===== src/rtl/spi_read_ip_pkg.sv =====
// Shared definitions for the SPI read engine: FSM state encoding (also used
// by the write FSM), shift-register opcodes, idle clock level and defaults.
package spi_read_ip_pkg;

  localparam int NBITS_DEF = 12;
  localparam int KW_DEF    = 8;

  // DCLK level whenever no bit cell is in progress
  localparam logic DCLK_IDLE = 1'b0;

  typedef enum logic [2:0] {
    IDLE  = 3'd0,
    START = 3'd1,
    LOW   = 3'd2,
    HIGH  = 3'd3,
    DONE  = 3'd4
  } spi_state_e;

  typedef enum logic [1:0] {
    SR_HOLD  = 2'd0,
    SR_CLEAR = 2'd1,
    SR_SHIFT = 2'd2
  } sipo_op_e;

  // chip-select is asserted for the whole framed part of a transaction
  function automatic logic frame_active(spi_state_e s);
    return (s == START) || (s == LOW) || (s == HIGH);
  endfunction

endpackage


===== src/rtl/spi_read_ip_if.sv =====
// Controller/ADC-side bundle of the SPI read engine.
// master: top-level controller plus serial slave; slave: the read engine.
interface spi_read_ip_if #(
  parameter int NBITS = spi_read_ip_pkg::NBITS_DEF,
  parameter int KW    = spi_read_ip_pkg::KW_DEF
);
  logic             strr_i;
  logic [KW-1:0]    kmax_i;
  logic             miso_i;
  logic [NBITS-1:0] data_o;
  logic             dclk_o;
  logic             cs_o;
  logic             busy_o;
  logic             eor_o;

  modport master (
    output strr_i, kmax_i, miso_i,
    input  data_o, dclk_o, cs_o, busy_o, eor_o
  );

  modport slave (
    input  strr_i, kmax_i, miso_i,
    output data_o, dclk_o, cs_o, busy_o, eor_o
  );
endinterface


===== src/rtl/spi_read_ip_sipo_reg.sv =====
// Serial-in / parallel-out shift register, MSB first (left shift).
// Counterpart of piso_reg on the write path.
module sipo_reg
  import spi_read_ip_pkg::*;
#(
  parameter int NBITS = NBITS_DEF
) (
  input  logic             clk_i,
  input  logic             rst_i,
  input  sipo_op_e         op,
  input  logic             sin,
  output logic [NBITS-1:0] pout
);

  logic [NBITS-1:0] sr_q;

  // hold / clear / shift-left with the new bit entering at the LSB
  always_ff @(posedge clk_i or negedge rst_i) begin
    if (!rst_i) begin
      sr_q <= '0;
    end else begin
      unique case (op)
        SR_CLEAR: sr_q <= '0;
        SR_SHIFT: sr_q <= {sr_q[NBITS-2:0], sin};
        default:  sr_q <= sr_q;
      endcase
    end
  end

  assign pout = sr_q;

endmodule


===== src/rtl/spi_read_ip.sv =====
// SPI master receive engine for the ADC serial link.
// A start request frames a transaction with cs_o, generates DCLK with a
// half-period of kmax_i+1 clocks and shifts NBITS bits MSB first.
// Build option SPI_READ_NULL_BIT_EN: issue one extra leading DCLK cycle
// whose bit (the ADC null bit) falls off the top of the shift register.
//
// state | meaning
// IDLE  | cs high, waiting for strr_i
// START | cs setup, one half-period with DCLK low
// LOW   | DCLK low half-period; decides next bit or finish
// HIGH  | DCLK high half-period; bit sampled on entry
// DONE  | one cycle: cs high, eor pulse, word presented
module spi_read_ip
  import spi_read_ip_pkg::*;
#(
  parameter int NBITS = NBITS_DEF,
  parameter int KW    = KW_DEF
) (
  input  logic         clk_i,
  input  logic         rst_i,
  spi_read_ip_if.slave bus
);

`ifdef SPI_READ_NULL_BIT_EN
  localparam int NRISE = NBITS + 1;
`else
  localparam int NRISE = NBITS;
`endif
  localparam int BCW = $clog2(NRISE + 1);
  localparam logic [BCW-1:0] BITS_LAST = BCW'(NRISE);

  spi_state_e       state_q, state_d;
  logic [KW-1:0]    kmax_q;
  logic [KW-1:0]    div_q;
  logic [BCW-1:0]   bits_q;
  logic [NBITS-1:0] sr;
  logic [NBITS-1:0] data_q;
  sipo_op_e         sr_op;
  logic             div_zero;
  logic             state_chg;
  logic             cs_n, dclk, busy, eor;

  assign div_zero  = (div_q == '0);
  assign state_chg = (state_d != state_q);

  // state register
  always_ff @(posedge clk_i or negedge rst_i) begin
    if (!rst_i) state_q <= IDLE;
    else        state_q <= state_d;
  end

  // next state, shift-register control and Moore outputs
  always_comb begin
    state_d = state_q;
    sr_op   = SR_HOLD;
    cs_n    = ~frame_active(state_q);
    dclk    = DCLK_IDLE;
    busy    = frame_active(state_q);
    eor     = 1'b0;
    unique case (state_q)
      IDLE: begin
        if (bus.strr_i) begin
          state_d = START;
          sr_op   = SR_CLEAR;
        end
      end
      START: begin
        if (div_zero) state_d = LOW;
      end
      LOW: begin
        if (div_zero) begin
          if (bits_q < BITS_LAST) begin
            state_d = HIGH;
            sr_op   = SR_SHIFT;
          end else begin
            state_d = DONE;
          end
        end
      end
      HIGH: begin
        dclk = ~DCLK_IDLE;
        if (div_zero) state_d = LOW;
      end
      DONE: begin
        eor     = 1'b1;
        state_d = IDLE;
      end
      default: state_d = IDLE;
    endcase
  end

  // divider: reload on every state change, else count down and park at 0;
  // kmax is captured only when a transaction is accepted
  always_ff @(posedge clk_i or negedge rst_i) begin
    if (!rst_i) begin
      kmax_q <= '0;
      div_q  <= '0;
    end else if (state_chg) begin
      if (state_q == IDLE) begin
        kmax_q <= bus.kmax_i;
        div_q  <= bus.kmax_i;
      end else begin
        div_q  <= kmax_q;
      end
    end else if (!div_zero) begin
      div_q <= div_q - 1'b1;
    end
  end

  // bit counter: cleared on acceptance, saturates at the rising-edge count
  always_ff @(posedge clk_i or negedge rst_i) begin
    if (!rst_i) begin
      bits_q <= '0;
    end else if (sr_op == SR_CLEAR) begin
      bits_q <= '0;
    end else if ((sr_op == SR_SHIFT) && (bits_q != BITS_LAST)) begin
      bits_q <= bits_q + 1'b1;
    end
  end

  sipo_reg #(.NBITS(NBITS)) u_sipo (
    .clk_i (clk_i),
    .rst_i (rst_i),
    .op    (sr_op),
    .sin   (bus.miso_i),
    .pout  (sr)
  );

  // output word changes only when a complete frame reaches DONE
  always_ff @(posedge clk_i or negedge rst_i) begin
    if (!rst_i)                                 data_q <= '0;
    else if (state_chg && (state_d == DONE))    data_q <= sr;
  end

  assign bus.data_o = data_q;
  assign bus.dclk_o = dclk;
  assign bus.cs_o   = cs_n;
  assign bus.busy_o = busy;
  assign bus.eor_o  = eor;

endmodule


===== src/flat_wrapper.sv =====
// flat-port wrapper written by rule: the top's interface ports become plain ports
module spi_read_ip_flat import spi_read_ip_pkg::*;
#(
  parameter int NBITS = NBITS_DEF,
  parameter int KW    = KW_DEF
)
  (clk_i, rst_i, bus_strr_i, bus_kmax_i, bus_miso_i, bus_data_o, bus_dclk_o, bus_cs_o, bus_busy_o, bus_eor_o);
  spi_read_ip_if #(.NBITS(NBITS), .KW(KW)) bus_i ();
  input  logic clk_i;
  input  logic rst_i;
  input wire logic [$bits(bus_i.strr_i)-1:0] bus_strr_i;
  input wire logic [$bits(bus_i.kmax_i)-1:0] bus_kmax_i;
  input wire logic [$bits(bus_i.miso_i)-1:0] bus_miso_i;
  output wire logic [$bits(bus_i.data_o)-1:0] bus_data_o;
  output wire logic [$bits(bus_i.dclk_o)-1:0] bus_dclk_o;
  output wire logic [$bits(bus_i.cs_o)-1:0] bus_cs_o;
  output wire logic [$bits(bus_i.busy_o)-1:0] bus_busy_o;
  output wire logic [$bits(bus_i.eor_o)-1:0] bus_eor_o;
  assign bus_i.strr_i = bus_strr_i;
  assign bus_i.kmax_i = bus_kmax_i;
  assign bus_i.miso_i = bus_miso_i;
  assign bus_data_o = bus_i.data_o;
  assign bus_dclk_o = bus_i.dclk_o;
  assign bus_cs_o = bus_i.cs_o;
  assign bus_busy_o = bus_i.busy_o;
  assign bus_eor_o = bus_i.eor_o;
  spi_read_ip #(.NBITS(NBITS), .KW(KW)) u_core (.clk_i(clk_i), .rst_i(rst_i), .bus(bus_i));
endmodule

===== config.mk =====
export PLATFORM = sky130hd
export DESIGN_NAME = spi_read_ip_flat
export DESIGN_NICKNAME = d
export VERILOG_FILES = /design/src/rtl/spi_read_ip_pkg.sv /design/src/rtl/spi_read_ip_if.sv /design/src/rtl/spi_read_ip_sipo_reg.sv /design/src/rtl/spi_read_ip.sv /design/src/flat_wrapper.sv
export SDC_FILE = /design/constraint.sdc
export NUM_CORES = 1
export LEC_CHECK = 0
export CAP_MARGIN = 25
export CELL_PAD_IN_SITES_DETAIL_PLACEMENT = 1
export CELL_PAD_IN_SITES_GLOBAL_PLACEMENT = 2
export CORE_ASPECT_RATIO = 1.4
export CORE_MARGIN = 4
export CORE_UTILIZATION = 36
export DETAILED_ROUTE_END_ITERATION = 6
export HOLD_SLACK_MARGIN = 0.12
export PLACE_DENSITY = 0.76
export SYNTH_ARGS = -nofsm -noshare
export SYNTH_HDL_FRONTEND = slang
export SYNTH_SLANG_ARGS = --single-unit

===== constraint.sdc =====
create_clock -name clk_i -period 2.71 [get_ports clk_i]
set_input_delay 0.4065 -clock clk_i [delete_from_list [all_inputs] [get_ports clk_i]]
set_output_delay 0.4065 -clock clk_i [all_outputs]
set_load 0.02 [all_outputs]

### Yosys cells after proc, flatten, opt, wreduce, memory -nomap -nowiden

Index checks and enable logic that the tools add are counted.

* flip-flop bits (word level): 47
* latch bits: 0
* RAM bits: 0
* ROM bits: 0
* logic and storage cells: 46
* memories: 0

* add/sub/neg operators: 2
* $mul: 0
* div/mod/pow operators: 0
* magnitude comparators: 1
* eq/ne operators: 10
* shifts and indexed selects: 0
* multiplexer cells: 17
* bitwise logic cells: 1
* reduce and logical (&&, ||, !) cells: 9

Operators with widths (count)
* 8-bit two-way mux: 3
* 12-bit one-hot mux with 2 select lines: 1
* 3-bit two-way mux: 4
* 3-bit one-hot mux with 3 select lines: 1
* 8-bit zero test: 1
* 4-bit two-way mux: 2
* 8-bit by 1-bit subtractor with 8-bit output, second input constant: 1
* 3-bit by 2-bit == test with 1-bit output, second input constant: 2
* 3-bit == test, second input constant: 2
* 4-bit by 1-bit adder with 4-bit output, second input constant: 1
* 4-bit < comparator, second input constant: 1
* 2-bit two-way mux: 2
* 4-bit inequality test, second input constant: 1
* 2-bit one-hot mux with 2 select lines: 1
* 2-bit nonzero test: 2
* 3-bit by 1-bit == test with 1-bit output, second input constant: 1
* 3-bit zero test: 1
* 1-bit two-way mux: 3
* 3-bit inequality test: 1
* 2-bit by 1-bit == test with 1-bit output, second input constant: 1
* 2-bit == test, second input constant: 1
* 1-bit logical AND: 2
* 1-bit logical OR: 2
* 2-bit inequality test, second input constant: 1
* 2 further kinds: 2

### Logic depth before layout (Yosys ltp)

Gate-level depths: netlist (run 1).

* word-level depth: 8
* gate-level depth with buffers: 12
* gate-level depth less buffers: 10

### By module

Synthesis (run 1) repeated with hierarchy kept, for this count alone.

* cells, all modules: 218
* area, all modules: 2302.2 µm²

By module, submodules not included
* spi_read_ip: instances 1, cells each 165, area each 1818.0 µm²
* sipo_reg: instances 1, cells each 53, area each 484.2 µm²

### Least setup slack after synthesis (run 1)

OpenSTA, ideal clock, no wires.

* path kind: register to register
* start point: reg u_core.div_q[0]
* end point: reg u_core.bits_q[1]
* setup time: 0.077 ns
* data arrival time: 2.244 ns
* required time: 2.633 ns
* slack: 0.389 ns
* cell stages (with the launch flop): 13
* buffers on the path: 3
* period minus slack after synthesis: 2.321 ns
* cells stage by stage: dfrtp_1 -> inv_1 -> ha_1 -> nor3b_4 -> and2_2 -> clkbuf_2 -> nand3_1 -> inv_1 -> ha_1 -> clkbuf_1 -> clkbuf_1 -> nand3_1 -> a21oi_1

* word-level cells in the longest chain between the ends: 6
* elaborated cells on any way between the ends: 8
* those cells by class: 2 x eq/ne; 3 x mux; 3 x reduce/logical

RTL lines
* start: declaration: line spi_read_ip.sv:34 `logic [KW-1:0] div_q;`
* start signal: assignment: line spi_read_ip.sv:101 `div_q <= bus.kmax_i;`
* start signal: assignment: line spi_read_ip.sv:103 `div_q <= kmax_q;`
* start signal: assignment: line spi_read_ip.sv:106 `div_q <= div_q - 1'b1;`
* 8-bit zero test *: line spi_read_ip.sv:43 `assign div_zero = (div_q == '0);`
* 2-bit two-way mux *: line spi_read_ip.sv:71 `if (div_zero) begin`
* 2-bit one-hot mux with 2 select lines *: line spi_read_ip.sv:60 `unique case (state_q)`
* 2-bit == test: line spi_read_ip.sv:116 `end else if ((sr_op == SR_SHIFT) && (bits_q != BITS_LAST)) begin`
* 1-bit logical AND: line spi_read_ip.sv:116
* 2-bit nonzero test (no source line)
* end signal: assignment: line spi_read_ip.sv:117 `bits_q <= bits_q + 1'b1;`
* end: declaration: line spi_read_ip.sv:35 `logic [BCW-1:0] bits_q;`

Mark *: on every way between the ends. The rest lies on a longest branch, timed or not.
A chain may end at the register's enable or synchronous reset.

### Final worst setup path (run 1)

* start point: reg u_core.div_q[0]
* end point: reg u_core.u_sipo.sr_q[5] (netlist: u_core.u_sipo.pout[5])

* word-level cells in the longest chain between the ends: 5
* elaborated cells on any way between the ends: 7
* those cells by class: 2 x eq/ne; 3 x mux; 2 x reduce/logical

RTL lines
* 8-bit zero test *: line spi_read_ip.sv:43
* 2-bit two-way mux *: line spi_read_ip.sv:71
* 2-bit one-hot mux with 2 select lines *: line spi_read_ip.sv:60
* 2-bit == test or 2-bit by 1-bit == test with 1-bit output (tied branches): line spi_read_ip_sipo_reg.sv:22 `unique case (op)`
* 12-bit one-hot mux with 2 select lines or 2-bit nonzero test (tied branches)
* end signal: assignment: line spi_read_ip_sipo_reg.sv:24 `SR_SHIFT: sr_q <= {sr_q[NBITS-2:0], sin};`
* end signal: assignment: line spi_read_ip_sipo_reg.sv:25 `default: sr_q <= sr_q;`
* end: declaration: line spi_read_ip_sipo_reg.sv:15 `logic [NBITS-1:0] sr_q;`

Marks and branches as above.

==> flow_metrics.py, run 1 <==
metrics = {
    "status": {
        "status": "finished, final reports clean",
    },
    "floorplan": {
        "core_um2": 6211,
        "initial_core_util": 0.3689,
        "fp.dieW_um": 75.42,
        "dieHeight_um": 102.4,
        "rows": 34,
        "pin_count": 28,
        "dieArea_um2": 7722,
    },
    "global_routing": {
        "grt_pass1_wl_um": 8473,
        "grt_use_met2": 0.2535,
        "grt_max_degree": 30,
        "grt_pass1_vias": 1785,
        "antenna_found_initial": 0,
        "met1_usage": 0.1732,
        "use_met3": 0.03051,
        "busiest_layer": "met2",
        "grt.overflow.total": 0,
        "grt_usage": 0.1457,
    },
    "setup_path": {
        "r2r_end": "u_core.u_sipo.pout[5]$_DFFE_PN0P_",
        "critical_path_buf_inv_count": 2,
        "cp_slowest_stage_delay_ns": 0.52,
        "crit_chain": "inv_1, ha_1, nor3b_4, and2_2, nand3_1, inv_1, ha_1, o21ai_0",
        "r2r.worst_path.cells": 8,
        "critical-path-top-delay-family": "adder cells",
        "startpoint_type": "flop",
        "critPathSlowestCell": "ha_1",
        "reg2reg_from": "u_core.div_q[0]$_DFFE_PN0P_",
        "cp_max_fo": 24,
        "crit_path_end_kind": "flop",
        "worst-setup-path-type": "flop to flop",
        "cp_num_cells": 8,
        "crit_arrival_ns": 2.54,
        "r2r_slack_ns": 0.32,
        "required_ns": 2.86,
    },
    "route": {
        "antenna_left": 0,
        "drtIter0Drc": 78,
        "first_pass_iters": 4,
        "drc": 0,
        "wl_per_cell_um": 16.00,
        "wl_um": 4944,
        "via_count": 1552,
        "avgViaCountPerCell": 5.023,
    },
    "synthesis": {
        "synthArstFlopShare": 1.000,
        "synth_top_cell_area_share": 0.5134,
        "syn_area_um2": 2291,
        "seq_area_frac_synth": 0.5134,
        "ys_warn_count": 0,
        "synth_seq_cells": 47,
        "synthCells": 206,
        "yosys-top-cells-count": "dfrtp_1 (47), nand2_1 (33), o21ai_0 (16), mux2_4 (10), nor2_1 (9)",
        "synth-main-ff-cell": "dfrtp_1",
        "yosys-top-cells-area": "dfrtp_1 (51%), mux2_4 (6.6%), nand2_1 (5.4%)",
        "synth_cell_types": 40,
        "synth_most_common_cell": "dfrtp_1",
        "synth_edf_count": 0,
        "post-synth-top-area-cell": "dfrtp_1",
        "syn-num-nets": 224,
        "syn_area_per_cell_um2": 11.12,
    },
    "layout": {
        "seq_area_um2": 1176,
        "final_layout_size_suffix_gt1_frac": 0.1519,
        "nFillCells": 681,
        "antenna_cells": 0,
        "final_core_util": 0.4376,
        "area_growth_pct": 18.62,
        "final_nets": 254,
        "multi_input_area_um2": 1035,
    },
    "power": {
        "ir_worst_vdd_mv": 0.2369,
        "p_leak_nw": 1.190,
        "cellPowerDensity_nw_per_um2": 700.9,
    },
    "clock_network": {
        "insertion_delay_ns": 0.30,
        "cts_root_buf": "clkbuf_8",
        "cts_tree": "built",
        "cts.sinks": 47,
        "clockBufferDepth": 2,
        "cts.clk_slew.worst_paths_ns": 0.10,
        "cts_setup_buffers": 0,
        "cts-htree-levels": 2,
        "ctsResizeCount": 0,
        "numCtsBuffers": 5,
    },
    "placed_design": {
        "hpwlAfterDp_um": 3624,
        "port_buffers": 27,
        "place_ws_ns": 0.3030,
        "place_congestion": 0.8022,
    },
    "sta": {
        "fin_setup_tns_ns": 0,
        "fin_crit_sh": 0.8806,
        "tightest_slew_ns": 0.7398,
        "fin_ws_ns": 0.3237,
        "skew_ns": 0.01386,
        "fmax_ghz": 0.4191,
        "fin_crit_ns": 2.386,
        "maxSlewViolCount": 0,
        "rsz0062_at_grt": "no",
        "hold_violations": 0,
        "slew_headroom": 0.5068,
        "setup_viol": 0,
    },
    "min_path": {
        "worstHoldPathType": "flop to flop",
        "hold_start": "u_core.kmax_q[1]$_DFFE_PN0P_",
        "hold_path_end": "u_core.kmax_q[1]$_DFFE_PN0P_",
        "whs_path_depth": 1,
    },
    "flow_run": {
        "maxCapViolations": 0,
    },
}
final cells by class:
type / instances / share of cell area
flip-flops and latches: 47 / 0.4328
clock buffers: 6 / 0.02670
clock inverters: 2 / 0.004604
multi-input cells: 143 / 0.3808
well taps: 72 / 0.03315
inverters: 7 / 0.009668
repair buffers: 32 / 0.1123
worst max-delay path by stage:
stage | startpoint | end | slack (ns)
3_5_place_dp | u_core.div_q[0]$_DFFE_PN0P_ | u_core.u_sipo.pout[5]$_DFFE_PN0P_ | 0.30
3_3_place_gp | u_core.div_q[0]$_DFFE_PN0P_ | u_core.u_sipo.pout[0]$_DFFE_PN0P_ | 0.44
6_report | u_core.div_q[0]$_DFFE_PN0P_ | u_core.u_sipo.pout[5]$_DFFE_PN0P_ | 0.32
2_1_floorplan | u_core.div_q[0]$_DFFE_PN0P_ | u_core.bits_q[1]$_DFFE_PN0P_ | 0.39
5_1_grt | u_core.div_q[0]$_DFFE_PN0P_ | u_core.u_sipo.pout[5]$_DFFE_PN0P_ | 0.05
4_1_cts | u_core.div_q[0]$_DFFE_PN0P_ | u_core.u_sipo.pout[8]$_DFFE_PN0P_ | 0.29
power by group:
| group | total (mW) | internal, mW | switching (mW) |
|---|---|---|---|
| registers | 0.981 | 0.839 | 0.142 |
| clock network | 0.421 | 0.181 | 0.241 |
| logic | 0.503 | 0.259 | 0.243 |
| total | 1.90 | 1.28 | 0.626 |
logic make-up after synthesis:
family / Yosys count / synth area share
AO/OA/AOI/OAI: 36 / 0.09613
XOR/XNOR: 7 / 0.02676
adder cells (fa/ha/maj): 6 / 0.03277
buffers and inverters: 16 / 0.03495
flip-flops: 47 / 0.5134
multiplexers: 24 / 0.1305
AND/OR/NAND/NOR: 70 / 0.1655
per-layer routing:
layer  vias to the layer above  part of all wire
li1                        765                 -
met1                       755              0.44
met2                        25              0.52
met3                         7             0.030
met4                         0             0.017
met5                         -                 0
through the flow:
step | instances | instance area [um^2] | hold WS (ns) | power [mW]
2_1_floorplan | 206 | 2291 | 0.1109 | 1.340
3_3_place_gp | 300 | 2623 | 0.3838 | 1.481
3_5_place_dp | 300 | 2623 | 0.3937 | 1.508
4_1_cts | 309 | 2718 | 0.5047 | 1.938
5_1_grt | 309 | 2718 | 0.5084 | 2.041
6_report | 309 | 2718 | 0.5007 | 1.905
cells in the final DEF (no fill, tap or decap), drive strengths merged, types with 2 or more instances in the layout:
cell            n
dfrtp          47
nand2          34
clkdlybuf4s50  26
mux2           17
o21ai          16
nor2            9
a21oi           8
mux2i           7
inv             6
nand3           6
ha              6
clkbuf          6
nor3b           6
xor2            5
buf             5
nor2b           4
a211oi          3
nor3            2
o21a            2
xnor2           2
or4             2
and2            2
a311oi          2
clkinv          2
sequential cells by signal (all words and copies together) (netlist names):
| name | count |
|---|---|
| u_core.state_q | 3 |
| u_core.bus.data_o | 12 |
| u_core.u_sipo.pout | 12 |
| u_core.div_q | 8 |
| u_core.kmax_q | 8 |
| u_core.bits_q | 4 |
repair_timing:
action | in CTS | in global routing
hold buffers | 1 | 0
endpoints found under the hold margin | 18 | 0
setup endpoints to repair | 0 | 0
Power figures use the tool's default switching activity.
==> run 2: changes to the inputs <==
--- a/config.mk
+++ b/config.mk
@@ -5,7 +5,6 @@
 export SDC_FILE = /design/constraint.sdc
 export NUM_CORES = 1
 export LEC_CHECK = 0
-export CAP_MARGIN = 25
 export CELL_PAD_IN_SITES_DETAIL_PLACEMENT = 1
 export CELL_PAD_IN_SITES_GLOBAL_PLACEMENT = 2
 export CORE_ASPECT_RATIO = 1.4
==> results of run 2 <==
Final layout, timing and power as in run 1 (identical DEF).
